[config.mk]
export PLATFORM = sky130hd
export DESIGN_NAME = ov7670_pixel_capture
export DESIGN_NICKNAME = d
export VERILOG_FILES = /design/src/rtl/ov7670_pixel_capture.sv
export SDC_FILE = /design/constraint.sdc
export NUM_CORES = 1
export LEC_CHECK = 0
export ABC_CLOCK_PERIOD_IN_PS = 5200
export BUFFER_PORTS_ARGS = -buffer_cell sky130_fd_sc_hd__buf_4
export CAP_MARGIN = 5
export CORE_ASPECT_RATIO = 0.6
export CORE_MARGIN = 1
export CORE_UTILIZATION = 60
export DETAILED_ROUTE_END_ITERATION = 10
export GPL_TIMING_DRIVEN = 0
export PLACE_DENSITY = 0.81
export SLEW_MARGIN = 10
export SYNTH_ARGS = -nofsm -noshare
export SYNTH_HDL_FRONTEND = slang
export SYNTH_SLANG_ARGS = --single-unit
[constraint.sdc]
create_clock -name i_clk -period 5.2 [get_ports i_clk]
set_input_delay 1.04 -clock i_clk [delete_from_list [all_inputs] [get_ports i_clk]]
set_output_delay 1.04 -clock i_clk [all_outputs]
set_load 0.01 [all_outputs]
[src/rtl/ov7670_pixel_capture.sv]
// ov7670_pixel_capture
//   Captures the OV7670 8-bit parallel bus and turns byte pairs into RGB444 pixels,
//   with pixel coordinates, start-of-frame, frame-done and line-length error reporting.
//   Optional macro CAPTURE_TESTPAT_EN replaces camera pixel data with a coordinate
//   test pattern {x[7:4], y[7:4], x[7:4]^y[7:4]}; timing and flags are unchanged.
//
// Ports:
//   i_clk         camera PCLK, rising edge
//   i_rstn        asynchronous active-low reset
//   i_cfg_done    SCCB configuration complete; capture held off while low
//   i_vsync       VSYNC, high = vertical blanking
//   i_href        HREF, high = valid byte on i_data
//   i_data        camera data byte
//   o_pix_data    RGB444 pixel {R,G,B}
//   o_pix_valid   one-cycle strobe for o_pix_data
//   o_x, o_y      coordinates of the pixel on o_pix_data
//   o_sof         first pixel of a frame (x=0, y=0), with o_pix_valid
//   o_frame_done  pulse on VSYNC rise that ends an active frame
//   o_line_err    pulse after a line whose byte count was not 2*IMG_W
`timescale 1ns/1ps
module ov7670_pixel_capture #(
  parameter int unsigned IMG_W = 640,
  parameter int unsigned IMG_H = 480
) (
  input  logic        i_clk,
  input  logic        i_rstn,
  input  logic        i_cfg_done,
  input  logic        i_vsync,
  input  logic        i_href,
  input  logic [7:0]  i_data,
  output logic [11:0] o_pix_data,
  output logic        o_pix_valid,
  output logic [9:0]  o_x,
  output logic [8:0]  o_y,
  output logic        o_sof,
  output logic        o_frame_done,
  output logic        o_line_err
);

  localparam int unsigned XW         = 10;
  localparam int unsigned YW         = 9;
  localparam int unsigned LINE_BYTES = 2 * IMG_W;
  // Byte counter saturates one past a legal line so long lines stay flagged.
  localparam int unsigned BCW        = $clog2(LINE_BYTES + 2);

  localparam logic [1:0] S_IDLE   = 2'd0;
  localparam logic [1:0] S_WAIT   = 2'd1;
  localparam logic [1:0] S_ACTIVE = 2'd2;

  logic [1:0]     state_q, state_d;
  logic           vsync_q, vsync_qq, href_q, href_qq;
  logic [7:0]     data_q;
  logic           phase_q, phase_d;
  logic [3:0]     red_q, red_d;
  logic [XW-1:0]  x_q, x_d;
  logic [YW-1:0]  y_q, y_d;
  logic [BCW-1:0] bcnt_q, bcnt_d;
  logic [11:0]    pix_data_q, pix_data_d;
  logic           pix_valid_q, pix_valid_d;
  logic [XW-1:0]  ox_q, ox_d;
  logic [YW-1:0]  oy_q, oy_d;
  logic           sof_q, sof_d;
  logic           fdone_q, fdone_d;
  logic           lerr_q, lerr_d;

  logic           vsync_rise, vsync_fall, href_fall, byte_en;
  logic [11:0]    pix_new;

  // Edge detects on the registered camera signals
  assign vsync_rise = vsync_q & ~vsync_qq;
  assign vsync_fall = ~vsync_q & vsync_qq;
  assign href_fall  = ~href_q & href_qq;
  // HREF is meaningless during vertical blanking
  assign byte_en    = href_q & ~vsync_q;

`ifdef CAPTURE_TESTPAT_EN
  assign pix_new = {x_q[7:4], y_q[7:4], x_q[7:4] ^ y_q[7:4]};
`else
  assign pix_new = {red_q, data_q};
`endif

  // Next-state and output logic
  always_comb begin
    state_d     = state_q;
    phase_d     = phase_q;
    red_d       = red_q;
    x_d         = x_q;
    y_d         = y_q;
    bcnt_d      = bcnt_q;
    pix_data_d  = pix_data_q;
    pix_valid_d = 1'b0;
    ox_d        = ox_q;
    oy_d        = oy_q;
    sof_d       = 1'b0;
    fdone_d     = 1'b0;
    lerr_d      = 1'b0;

    if (!i_cfg_done) begin
      state_d = S_IDLE;
      phase_d = 1'b0;
      x_d     = '0;
      y_d     = '0;
      bcnt_d  = '0;
    end else begin
      case (state_q)
        S_IDLE: state_d = S_WAIT;
        // Only a fresh VSYNC fall starts a frame; a frame already running is skipped
        S_WAIT: begin
          if (vsync_fall) begin
            state_d = S_ACTIVE;
            phase_d = 1'b0;
            x_d     = '0;
            y_d     = '0;
            bcnt_d  = '0;
          end
        end
        S_ACTIVE: begin
          if (vsync_rise) begin
            // Frame end wins over any coincident byte; half pixel is dropped
            fdone_d = 1'b1;
            state_d = S_WAIT;
            phase_d = 1'b0;
            x_d     = '0;
            y_d     = '0;
            bcnt_d  = '0;
          end else if (byte_en) begin
            if (bcnt_q != BCW'(LINE_BYTES + 1)) bcnt_d = bcnt_q + BCW'(1);
            if (!phase_q) begin
              red_d   = data_q[3:0];
              phase_d = 1'b1;
            end else begin
              phase_d = 1'b0;
              if ((x_q < XW'(IMG_W)) && (y_q < YW'(IMG_H))) begin
                pix_data_d  = pix_new;
                pix_valid_d = 1'b1;
                ox_d        = x_q;
                oy_d        = y_q;
                sof_d       = (x_q == '0) && (y_q == '0);
                x_d         = x_q + XW'(1);
              end
            end
          end else if (href_fall && (bcnt_q != '0)) begin
            // Line end: odd trailing byte is discarded with the phase reset
            lerr_d  = (bcnt_q != BCW'(LINE_BYTES));
            phase_d = 1'b0;
            x_d     = '0;
            bcnt_d  = '0;
            if (y_q < YW'(IMG_H)) y_d = y_q + YW'(1);
          end
        end
        default: state_d = S_IDLE;
      endcase
    end
  end

  // State and pipeline registers
  always_ff @(posedge i_clk or negedge i_rstn) begin
    if (!i_rstn) begin
      state_q     <= S_IDLE;
      vsync_q     <= 1'b0;
      vsync_qq    <= 1'b0;
      href_q      <= 1'b0;
      href_qq     <= 1'b0;
      data_q      <= '0;
      phase_q     <= 1'b0;
      red_q       <= '0;
      x_q         <= '0;
      y_q         <= '0;
      bcnt_q      <= '0;
      pix_data_q  <= '0;
      pix_valid_q <= 1'b0;
      ox_q        <= '0;
      oy_q        <= '0;
      sof_q       <= 1'b0;
      fdone_q     <= 1'b0;
      lerr_q      <= 1'b0;
    end else begin
      state_q     <= state_d;
      vsync_q     <= i_vsync;
      vsync_qq    <= vsync_q;
      href_q      <= i_href;
      href_qq     <= href_q;
      data_q      <= i_data;
      phase_q     <= phase_d;
      red_q       <= red_d;
      x_q         <= x_d;
      y_q         <= y_d;
      bcnt_q      <= bcnt_d;
      pix_data_q  <= pix_data_d;
      pix_valid_q <= pix_valid_d;
      ox_q        <= ox_d;
      oy_q        <= oy_d;
      sof_q       <= sof_d;
      fdone_q     <= fdone_d;
      lerr_q      <= lerr_d;
    end
  end

  assign o_pix_data   = pix_data_q;
  assign o_pix_valid  = pix_valid_q;
  assign o_x          = ox_q;
  assign o_y          = oy_q;
  assign o_sof        = sof_q;
  assign o_frame_done = fdone_q;
  assign o_line_err   = lerr_q;

endmodule

=== After elaboration in Yosys (flattened, before gate mapping) ===
Cells that the tools add are included.

* Flip-flop bits (word level): 84
* Output and inout port bits: 35
* Logic and storage cells: 113

* Add/subtract/negate cells: 3
* $lt $le $gt $ge: 2
* Equality and inequality tests: 14
* Mux-type cells: 53
* Bitwise logic cells: 9
* Reduce and logical (&&, ||, !) cells: 14

{| class="wikitable"
|+ Operator list
! kind !! count
|-
| 10-bit two-way mux || 7
|-
| 11-bit two-way mux || 6
|-
| 9-bit two-way mux || 6
|-
| 1-bit two-way mux || 26
|-
| 11-bit != test, second input constant || 2
|-
| 11-bit case mux with 2 select lines || 1
|-
| 5-bit != test, second input constant || 4
|-
| 10-bit case mux with 2 select lines || 1
|-
| 9-bit case mux with 2 select lines || 1
|-
| 5-bit AND reduction || 3
|-
| 4-bit != test, second input constant || 3
|-
| 11-bit by 1-bit adder with 11-bit output, second input constant || 1
|-
| 11-bit nonzero test || 1
|-
| 10-bit by 1-bit adder with 10-bit output, second input constant || 1
|-
| 10-bit zero test || 1
|-
| 10-bit < comparator, second input constant || 1
|-
| 9-bit by 1-bit adder with 9-bit output, second input constant || 1
|-
| 9-bit zero test || 1
|-
| 9-bit < comparator, second input constant || 1
|-
| 2-bit two-way mux || 3
|-
| 3-bit != test, second input constant || 2
|-
| 2-bit case mux with 3 select lines || 1
|-
| 6-bit AND reduction || 1
|-
| 1-bit NOT || 5
|-
| 10 further kinds || 15
|}

=== Logic depth before layout (Yosys ltp) ===
Gate-level depths: netlist of run 1.

* Depth in word-level cells: 8
* Gate-level depth with buffers: 9
* Gate-level depth less buffers: 7

=== Least setup slack after synthesis of run 1 ===
Ideal clock, no wire load.

* Kind: in2reg
* Start: in i_cfg_done
* End: reg ox_q[0], in the netlist o_x[0]
* Setup time: 0.125 ns
* Arrival time: 2.203 ns
* Data required time: 5.075 ns
* Setup slack: 2.872 ns
* Cell stages on the path: 5
* Buffers on the path: 1
* Path through: and3b_1 nand3b_1 nor2_2 buf_4 mux2_2

* Word-level cells in the longest chain between the ends: 1

{| class="wikitable"
|+ Ends and longest elaborated chain
! element !! line !! text
|-
| start, declared || 27 || <nowiki>input logic i_cfg_done,</nowiki>
|-
| 6-bit AND reduction (no line) || -- ||
|-
| end signal, assigned || 172 || <nowiki>ox_q <= '0;</nowiki>
|-
| end signal, assigned || 191 || <nowiki>ox_q <= ox_d;</nowiki>
|-
| end, declared || 60 || <nowiki>logic [XW-1:0] ox_q, ox_d;</nowiki>
|}

No other way between the ends.
A chain may end at the register's enable or synchronous reset.

=== Worst setup path after layout of run 1 ===
* Start: in i_cfg_done
* End: reg bcnt_q[8]

* Word-level cells in the longest chain between the ends: 2
* Elaborated cells between the ends (all ways): 6

{| class="wikitable"
|+ Ends and longest elaborated chain
! element !! line !! text
|-
| 5-bit != test (no line) (tied with other cells) || -- ||
|-
| 4-bit AND reduction (no line) || -- ||
|-
| end signal, assigned || 188 || <nowiki>bcnt_q <= bcnt_d;</nowiki>
|-
| end, declared || 57 || <nowiki>logic [BCW-1:0] bcnt_q, bcnt_d;</nowiki>
|}

Several ways; a longest one is shown, not always the timed one.

==> results_dict.tcl, run 1 <==
set metrics [dict create \
    status "completed" \
    die_y_um 63.4 \
    cts_root_buf "clkbuf_8" \
    yosys-top-cells-count "84 x dfrtp_1, 36 x mux2_2, 29 x o21ai_0" \
    synth_top_area_share_pct 55.8 \
    grt_start_max_net_pins 85 \
    synth_edf_count 0 \
    diodes 0 \
    finalNetCount 398 \
    grt_pass1_vias 2633 \
    wirelength_um 7920 \
    chipWidth_um 104 \
    cts_repair_resize_count 0 \
    fill_cells 390 \
    cp-end-kind "register" \
    hold_class "reg2reg" \
    cts_tree "yes" \
    grt_pass1_wl_um 13400 \
    synth_warnings 0 \
    relSlewSlack_pct 31.7 \
    power_density_nw_per_um2 263 \
    final_max_slew_viol_count 0 \
    hold_violations 0 \
    synth.net_count 340 \
    drtPass1Iterations 4 \
    postCtsHoldBufs 0 \
    tightest_slew_ns 1.02 \
    globalplace.congestion 0.825 \
    ys.flop_type "dfrtp_1" \
    clk_pin_slew_ns 0.08 \
    cts_sinks 84 \
    crit_required_ns 5.45 \
    critical_path_class "in2reg" \
    yosys.area.top_type "dfrtp_1" \
    period_share_pct 47.2 \
    vdd_ir_drop_max_uv 199 \
    seqCellArea_um2 2100 \
    multi_input_area_um2 1530 \
    clockBufferDepth 2 \
    ant_nets 0 \
    area_growth_pct 16.9 \
    grt_usage_pct 27.0 \
    final.setup.tns_ns 0 \
    yosysUniqueCellTypes 52 \
    post-dp-hpwl_um 5530 \
    cts_buffers 9 \
    synth-seq-cells 84 \
    io_pins 48 \
    start_kind "primary input" \
    drc_errors 0 \
    vias_per_cell 5.88 \
    syn-cell-area_um2 3770 \
    critPathMaxFanout 10 \
    synth.most_common_cell "dfrtp_1" \
    final_core_util_pct 75.8 \
    rows 21 \
    hp-start "href_q" \
    clk_latency_ns 0.35 \
    worstSetupStartpoint "i_cfg_done" \
    rsz0062_at_grt "false" \
    h-tree-depth 3 \
    layout-drive-gt1-share_pct 31.9 \
    core_um2 5810 \
    routedWlPerCell_um 17.1 \
    antenna_found_initial 0 \
    gr-total-overflow 0 \
    ys_async_sr_fraction_pct 100 \
    cap_viol_max_count 0 \
    min_period_ns 2.45 \
    die_area_um2 6610 \
    p_leak_nw 2.10 \
    drt_iter0_drc 157 \
    setup_viol 0 \
    clock_skew_ns 0.00860 \
    start_util_pct 64.9 \
    worstReg2RegStart "bcnt_q[0]" \
    cp.arrival_ns 2.70 \
    fmax_ghz 0.407 \
    yosysSeqAreaShare_pct 55.8 \
    port_buffers 47 \
    netlist_instances 320 \
    synthTopCellsByArea "dfrtp_1 56%, mux2_2 11%, o21ai_0 3.9%" \
    post_cts_buffers 0 \
    vias 2721 \
    avgSynthCellArea_um2 11.8 \
]
==> path summary, 6_finish.rpt <==
| path | to | slack [ns] | cells past startpoint |
|---|---|---|---|
| max | bcnt_q[8] | 2.75 | 6 |
| min | href_qq | 0.47 | 0 |
| max reg2reg | y_q[2] | 3.00 | 8 |
| min reg2reg | href_qq | 0.47 | 0 |
| max in group asynchronous | y_q[4] | 3.68 | 1 |
| min in group asynchronous | bcnt_q[3] | 0.86 | 1 |
==> critical path, cell delays in order <==
cell,delay (ns)
buf_4,0.12
nand3b_1,0.09
nor3b_1,0.77
clkbuf_4,0.38
nand2_1,0.08
o31ai_1,0.21
==> cell usage in the layout (no fill, tap or decap), types with 2 or more instances in the layout <==
master    instances
and3_1            6
nor4_2            2
or3_1             5
o21ai_1           9
clkinv_2          3
o21a_1            2
nand2b_1          3
nor3_1            4
nand4_1           7
a41oi_1           2
nand2_1          14
buf_4            51
buf_2             3
and2_0            2
clkbuf_1          3
nand3_1          15
o21ai_0          29
nor4_1            3
buf_6             2
ha_1              7
nor3b_1           2
a31oi_1           5
mux2_2           36
a22o_1            2
a21oi_1          15
clkbuf_8          9
o31ai_1           2
inv_1             9
nand3b_1          4
dfrtp_1          84
nor4b_1           2
o21ai_2           2
nor2_1           16
==> through the flow <==
step	worst slack [ns]	hold WS (ns)	area [um^2]	total power, mW	instances
global placement	2.45	0.439	4220	0.730	447
detailed placement	2.39	0.450	4220	0.731	447
finish	2.75	0.468	4400	1.16	463
CTS	2.78	0.466	4400	1.17	463
floorplan	2.87	0.399	3770	0.704	320
global route	2.59	0.489	4400	1.20	463
==> layout make-up <==
| cell class | instances | area share, % |
|---|---|---|
| Sequential cell | 84 | 47.7 |
| Inverter | 9 | 0.767 |
| Multi-Input combinational cell | 215 | 34.8 |
| Buffer | 12 | 2.24 |
| Tap cell | 80 | 2.27 |
| Clock inverter | 5 | 1.19 |
| Clock buffer | 11 | 2.98 |
| Timing Repair Buffer | 47 | 8.01 |
==> report_power, final <==
| group | total (mW) | switching, mW | internal (mW) | leakage, nW |
|---|---|---|---|---|
| registers | 0.669 | 0.00701 | 0.662 | 1.14 |
| logic | 0.0491 | 0.0290 | 0.0202 | 0.860 |
| clock network | 0.440 | 0.220 | 0.220 | 0.0931 |
| total | 1.16 | 0.256 | 0.902 | 2.10 |
==> routing by layer <==
metal	wire length [um]	GRT usage (%)	vias to the layer above
met5	0	0	-
met4	118	8.57	0
met3	355	7.87	11
met2	3560	38.4	75
met1	3890	39.8	1352
li1	-	-	1283
==> registers in the layout (all words and copies together), names as in the netlist, 2 cells and up <==
name	cells
o_pix_data	12
x_q	10
bcnt_q	11
state_q	2
y_q	9
o_x	10
o_y	9
data_q	8
red_q	4
==> kinds of logic (layout without fill, tap and decap cells) <==
family	count (synthesis)	in the layout	synth area share [%]
AOI/OAI and AO/OA	77	77	12.9
xor gates and xnor gates	1	1	0.233
adders and majority gates	7	7	2.32
buffers and inverters	21	84	3.52
DFF	84	84	55.8
muxes	37	37	11.1
and+or+nand+nor	93	93	14.1
No activity file was read; power rests on OpenSTA's default activity.
==> run 2, diff against run 1 <==
--- a/config.mk
+++ b/config.mk
@@ -5,15 +5,16 @@
 export SDC_FILE = /design/constraint.sdc
 export NUM_CORES = 1
 export LEC_CHECK = 0
-export ABC_CLOCK_PERIOD_IN_PS = 5200
+export ABC_AREA = 1
+export ABC_CLOCK_PERIOD_IN_PS = 2500
 export BUFFER_PORTS_ARGS = -buffer_cell sky130_fd_sc_hd__buf_4
 export CAP_MARGIN = 5
 export CORE_ASPECT_RATIO = 0.6
 export CORE_MARGIN = 1
-export CORE_UTILIZATION = 60
+export CORE_UTILIZATION = 58
 export DETAILED_ROUTE_END_ITERATION = 10
 export GPL_TIMING_DRIVEN = 0
-export PLACE_DENSITY = 0.81
+export PLACE_DENSITY = 0.78
 export SLEW_MARGIN = 10
 export SYNTH_ARGS = -nofsm -noshare
 export SYNTH_HDL_FRONTEND = slang
==> constraint.sdc (replaced) <==
create_clock -name i_clk -period 2.5 [get_ports i_clk]
set_input_delay 0.5 -clock i_clk [delete_from_list [all_inputs] [get_ports i_clk]]
set_output_delay 0.5 -clock i_clk [all_outputs]
set_load 0.01 [all_outputs]
==> run 2 against run 1 <==
  * Power rose to 2.5 times the previous value
  * Final cell count is 34% higher
  * Critical path depth is 2 higher
  * Flip-flop and latch count unchanged
  * First-iteration DRC count grew 64%
  * Cell area is 7.9% higher
  * Global-route usage grew 0.15 points
==> results_dict.tcl, run 2 <==
set metrics [dict create \
    status "completed" \
    tightest_slew_ns 1.05 \
    dp_slack_ns 0.689 \
    largest_reg_flops 12 \
    cts_root_buf "clkbuf_16" \
    ys.flop_type "dfrtp_1" \
    io_pins 48 \
    vias 3395 \
    finalNetCount 551 \
    drtPass1Iterations 7 \
    clock_skew_ns 0.00459 \
    fin_ws_ns 0.708 \
    r2r_cells 8 \
    synth.most_common_cell "nand2_1" \
    power_density_nw_per_um2 612 \
    chipWidth_um 109 \
    p_leak_nw 2.35 \
    layout_commonest_cell "nand2_1" \
    yosysSeqAreaShare_pct 52.3 \
    routedWlPerCell_um 14.7 \
    synth.net_count 493 \
    diodes 0 \
    drc_errors 0 \
    crit_required_ns 2.77 \
    postCtsHoldBufs 0 \
    critPathMaxFanout 7 \
    synth_edf_count 0 \
    start_kind "register" \
    area_growth_pct 18.2 \
    post_cts_buffers 0 \
    crit_buf_inv 0 \
    clk_pin_slew_ns 0.06 \
    ant_nets 0 \
    cp.arrival_ns 2.06 \
    synth-seq-cells 84 \
    grt_pass1_wl_um 14500 \
    placed_area_um2 4480 \
    cap_viol_max_count 0 \
    synth_top_area_share_pct 52.3 \
    die_y_um 66.5 \
    yosysUniqueCellTypes 35 \
    met2_length_um 4040 \
    synthTopCellsByArea "dfrtp_1 52%, nand2_1 13%, nand3_1 4.9%" \
    cts_sinks 84 \
    critPathSlowestCell "dfrtp_1" \
    fill_cells 547 \
    synth_warnings 0 \
    start_util_pct 60.2 \
    p_total_mw 2.91 \
    h-tree-depth 3 \
    die_area_um2 7280 \
    cts_tree "yes" \
    layout-drive-gt1-share_pct 18.3 \
    globalplace.congestion 0.916 \
    critical_path_class "reg2reg" \
    numPlacedInstances 607 \
    cts_buffers 9 \
    crit_family "simple AND/OR/NAND/NOR gates" \
    yosys-top-cells-count "141 x nand2_1, 84 x dfrtp_1, 42 x inv_1" \
    antenna_found_initial 0 \
    yosys.area.top_type "dfrtp_1" \
    met1Wirelength_um 4380 \
    final.setup.tns_ns 0 \
    holdPathEnd "data_q[6]" \
    relSlewSlack_pct 29.8 \
    clk_latency_ns 0.33 \
    gr-total-overflow 0 \
    wirelength_um 9150 \
    min_period_ns 1.79 \
    crit_chain "ha_1, nand2_1, nor2_1, nand3_1, xor2_1, nor2_1, nand3_1, nand2_1" \
    hold_violations 0 \
    worstReg2RegStart "bcnt_q[0]" \
    cp-end-kind "register" \
    port_buffers 47 \
    fin_area_um2 4750 \
    grt_start_max_net_pins 85 \
    hold_ws_ns 0.271 \
    hold_class "in2reg" \
    hold_depth 1 \
    dr.max_layer_used "met4" \
    clockBufferDepth 2 \
    final_max_slew_viol_count 0 \
    grt_usage_pct 27.1 \
    drt_iter0_drc 258 \
    wl_met3_um 666 \
    rsz0062_at_grt "false" \
    vdd_ir_drop_max_uv 609 \
    setup_viol 0 \
    fmax_ghz 0.558 \
    cts_repair_resize_count 0 \
    hp-start "i_data[6]" \
    post-dp-hpwl_um 6490 \
    netlist_instances 473 \
    ys_async_sr_fraction_pct 100 \
    finalNonFillerCells 622 \
    avgSynthCellArea_um2 8.50 \
    layout_common_cells "141 x nand2_1, 84 x dfrtp_1, 48 x buf_4" \
    slowest_delay_ns 0.46 \
    r2r_end "bcnt_q[6]" \
    syn-cell-area_um2 4020 \
    rows 23 \
    grt_pass1_vias 2984 \
    core_um2 6680 \
    final_core_util_pct 71.2 \
    vias_per_cell 5.46 \
    r2r_slack_ns 0.71 \
    period_share_pct 71.7 \
]
==> run 2: cell count changes after synthesis, moves of 6 or more <==
cell | previous run | this run
o21ai_0 | 29 | 12
a21oi_1 | 15 | 2
mux2_2 | 36 | 0
nor3_1 | 4 | 11
o21ai_1 | 9 | 34
nand2_1 | 14 | 141
and3_1 | 6 | 0
nor2_1 | 16 | 38
inv_1 | 9 | 42
nand3_1 | 15 | 39
==> run 2: final cells by class <==
type / count / area [um^2] / area share [%]
well taps: 87 / 109 / 2.29
multi-input cells: 331 / 1660 / 34.9
clock inverters: 4 / 26.3 / 0.553
flip-flops and latches: 84 / 2100 / 44.2
plain buffers: 13 / 90.1 / 1.90
clock buffers: 11 / 243 / 5.11
inverters: 45 / 169 / 3.56
repair buffers: 47 / 353 / 7.43
==> run 2: worst max-delay path by stage <==
stage | endpoint | start | slack [ns] | depth (start not counted)
after floorplan | bcnt_q[10] | bcnt_q[0] | 1.00 | 10
after global placement | y_q[5] | i_cfg_done | 0.74 | 8
after detailed placement | y_q[5] | i_cfg_done | 0.69 | 8
after CTS | bcnt_q[6] | bcnt_q[0] | 0.74 | 8
after global routing | bcnt_q[6] | bcnt_q[0] | 0.50 | 8
final | bcnt_q[6] | bcnt_q[0] | 0.71 | 8
==> run 2: routing by layer <==
layer,up-vias,GRT usage [%]
met4,0,6.83
li1,1651,-
met2,124,38.5
met1,1612,39.8
met3,8,8.71
met5,-,0
==> run 2: cell families (layout without fill, tap and decap cells) <==
kind of cell	Yosys count	after routing	share of synthesized area [%]
buffers and inverters	58	120	6.44
adders and majority gates	7	7	2.18
xor gates and xnor gates	4	4	0.872
AOI/OAI and AO/OA	56	56	8.00
and+or+nand+nor	264	264	30.2
DFF	84	84	52.3
==> run 2: where the power goes <==
part	total (mW)	internal [mW]	switching, mW
clock	1.20	0.692	0.504
combinational	0.269	0.0858	0.183
sequential	1.44	1.41	0.0324
total	2.91	2.19	0.719
==> run 2: worst reg2reg max path, cell delays in order, from the launching register on <==
cell and delay (ns):
dfrtp_1 0.46, ha_1 0.21, nand2_1 0.08, nor2_1 0.38, nand3_1 0.17, xor2_1 0.18
nor2_1 0.09, nand3_1 0.07, nand2_1 0.09
==> run 3, diff against run 2 <==
--- a/config.mk
+++ b/config.mk
@@ -6,7 +6,7 @@
 export NUM_CORES = 1
 export LEC_CHECK = 0
 export ABC_AREA = 1
-export ABC_CLOCK_PERIOD_IN_PS = 2500
+export ABC_CLOCK_PERIOD_IN_PS = 1700
 export BUFFER_PORTS_ARGS = -buffer_cell sky130_fd_sc_hd__buf_4
 export CAP_MARGIN = 5
 export CORE_ASPECT_RATIO = 0.6
==> constraint.sdc (replaced) <==
create_clock -name i_clk -period 1.7 [get_ports i_clk]
set_input_delay 0.34 -clock i_clk [delete_from_list [all_inputs] [get_ports i_clk]]
set_output_delay 0.34 -clock i_clk [all_outputs]
set_load 0.01 [all_outputs]
==> run 3 against run 2 <==
  * Sequential power rose by 47%
  * Sequential share of layout area fell by 1.5 points
  * Critical path depth grew 1
  * Largest cell class unchanged
  * Utilization up 2.6 points
  * Clock power rose by 47%
  * First-iteration DRC count rose by 9.7%
  * Count of clock-buffer cells in the layout did not move
==> results_dict.tcl, run 3 (synthesis gave the netlist of run 2 again) <==
set metrics [dict create \
    status "completed" \
    hold_class "in2reg" \
    holdPathEnd "data_q[6]" \
    core_um2 6680 \
    wirelength_um 9440 \
    worstReg2RegStart "bcnt_q[2]" \
    critPathMaxFanout 7 \
    h-tree-depth 3 \
    die_y_um 66.5 \
    worstSetupStartpoint "bcnt_q[2]" \
    postCtsHoldBufs 0 \
    numPlacedInstances 607 \
    cts_root_buf "clkbuf_16" \
    crit_chain "nor2_2, nand2_1, nor2_2, nand2_2, nand2_4, nand3_4, nand3_4, buf_6, o21ai_0" \
    r2r_end "bcnt_q[8]" \
    routedWlPerCell_um 14.8 \
    hp-start "i_data[6]" \
    finalNetCount 568 \
    cts_sinks 84 \
    fmax_ghz 0.602 \
    layout_commonest_cell "nand2_1" \
    ant_nets 0 \
    hold_violations 0 \
    post-dp-hpwl_um 6490 \
    diodes 0 \
    vias_per_cell 5.47 \
    hold_ws_ns 0.111 \
    power_density_nw_per_um2 884 \
    grt_pass1_vias 3014 \
    drt_iter0_drc 283 \
    grt_pass1_wl_um 14600 \
    vias 3497 \
    cp-end-kind "register" \
    area_growth_pct 22.6 \
    critical_path_class "reg2reg" \
    clockBufferDepth 2 \
    r2r_cells 9 \
    layout-drive-gt1-share_pct 23.0 \
    vdd_ir_drop_max_uv 904 \
    grt_usage_pct 27.2 \
    tightest_slew_ns 1.05 \
    gr-total-overflow 0 \
    crit_required_ns 1.91 \
    setup_viol 0 \
    start_kind "register" \
    antenna_found_initial 0 \
    r2r_slack_ns 0.04 \
    clk_pin_slew_ns 0.06 \
    cts_tree "yes" \
    cts_buffers 9 \
    hold_depth 1 \
    grt_start_max_net_pins 85 \
    finalNonFillerCells 639 \
    chipWidth_um 109 \
    globalplace.congestion 0.916 \
    port_buffers 47 \
    rows 23 \
    drtPass1Iterations 7 \
    layout_common_cells "138 x nand2_1, 82 x dfrtp_1, 64 x buf_4" \
    min_period_ns 1.66 \
    io_pins 48 \
    cap_viol_max_count 0 \
    p_leak_nw 2.44 \
    cp.arrival_ns 1.87 \
    start_util_pct 60.2 \
    final_max_slew_viol_count 0 \
    slowest_delay_ns 0.44 \
    relSlewSlack_pct 30.2 \
    period_share_pct 97.7 \
    critPathSlowestCell "dfrtp_1" \
    clock_skew_ns 0.00485 \
    drc_errors 0 \
    clk_latency_ns 0.33 \
    die_area_um2 7280 \
    largest_reg_flops 12 \
]
run 3: layout make-up:
| class | instances | area, um^2 |
|---|---|---|
| Tap cell | 87 | 109 |
| Multi-Input combinational cell | 331 | 1700 |
| Clock buffer | 11 | 243 |
| Timing Repair Buffer | 64 | 484 |
| Buffer | 13 | 90.1 |
| Inverter | 45 | 169 |
| Fill cell | 520 | 1750 |
| Clock inverter | 4 | 26.3 |
| Sequential cell | 84 | 2100 |
run 3: worst max path at each step:
stage / end / slack [ns] / depth (start not counted)
global route: bcnt_q[0] / -0.05 / 9
finish: bcnt_q[8] / 0.04 / 9
floorplan: bcnt_q[10] / 0.20 / 10
global placement: o_sof / -0.005 / 6
detailed placement: o_y[2] / -0.05 / 7
CTS: x_q[7] / 0.02 / 11
run 3: report_power, final:
group / switching (mW) / leakage [nW] / internal (mW)
registers: 0.0478 / 1.14 / 2.08
logic: 0.291 / 1.17 / 0.183
clock network: 0.740 / 0.131 / 1.02
total: 1.08 / 2.44 / 3.28
run 3: metal layers:
layer	routed length (um)	vias to the layer above	part of all wire (%)	global-route usage (%)
li1	-	1689	-	-
met1	4390	1668	46	39.8
met2	4250	126	45	39.1
met3	706	14	7.5	8.61
met4	91	0	0.96	6.83
met5	0	-	0	0
run 3: through the flow:
stage / worst slack [ns] / power [mW] / TNS [ns] / cell area [um^2] / utilization (%)
after CTS: 0.0161 / 4.32 / 0 / 4810 / 72.0
after floorplan: 0.201 / 2.40 / 0 / 4020 / -
after detailed placement: -0.0465 / 2.55 / -0.597 / 4480 / 67.1
final: 0.0398 / 4.36 / 0 / 4930 / 73.8
after global placement: -0.00460 / 2.54 / -0.00460 / 4480 / 67.1
after global routing: -0.0528 / 4.52 / -0.415 / 4930 / 73.8
run 3: repair_timing:
action | 4_1_cts | 5_1_grt
buffers inserted | 6 | 10
gates resized for setup | 4 | 13
endpoints found under the hold margin | 0 | 0
pin swaps | 2 | 2
setup endpoints to repair | 43 | 42
gates cloned | 0 | 1
run 3: worst max-delay path, delay by kind of cell (launching register included):
kind / cells / cell delay (ns)
AND/OR/NAND/NOR: 7 / 0.87
AO/OA/AOI/OAI: 1 / 0.08
buffers and inverters: 1 / 0.14
flip-flops: 1 / 0.44
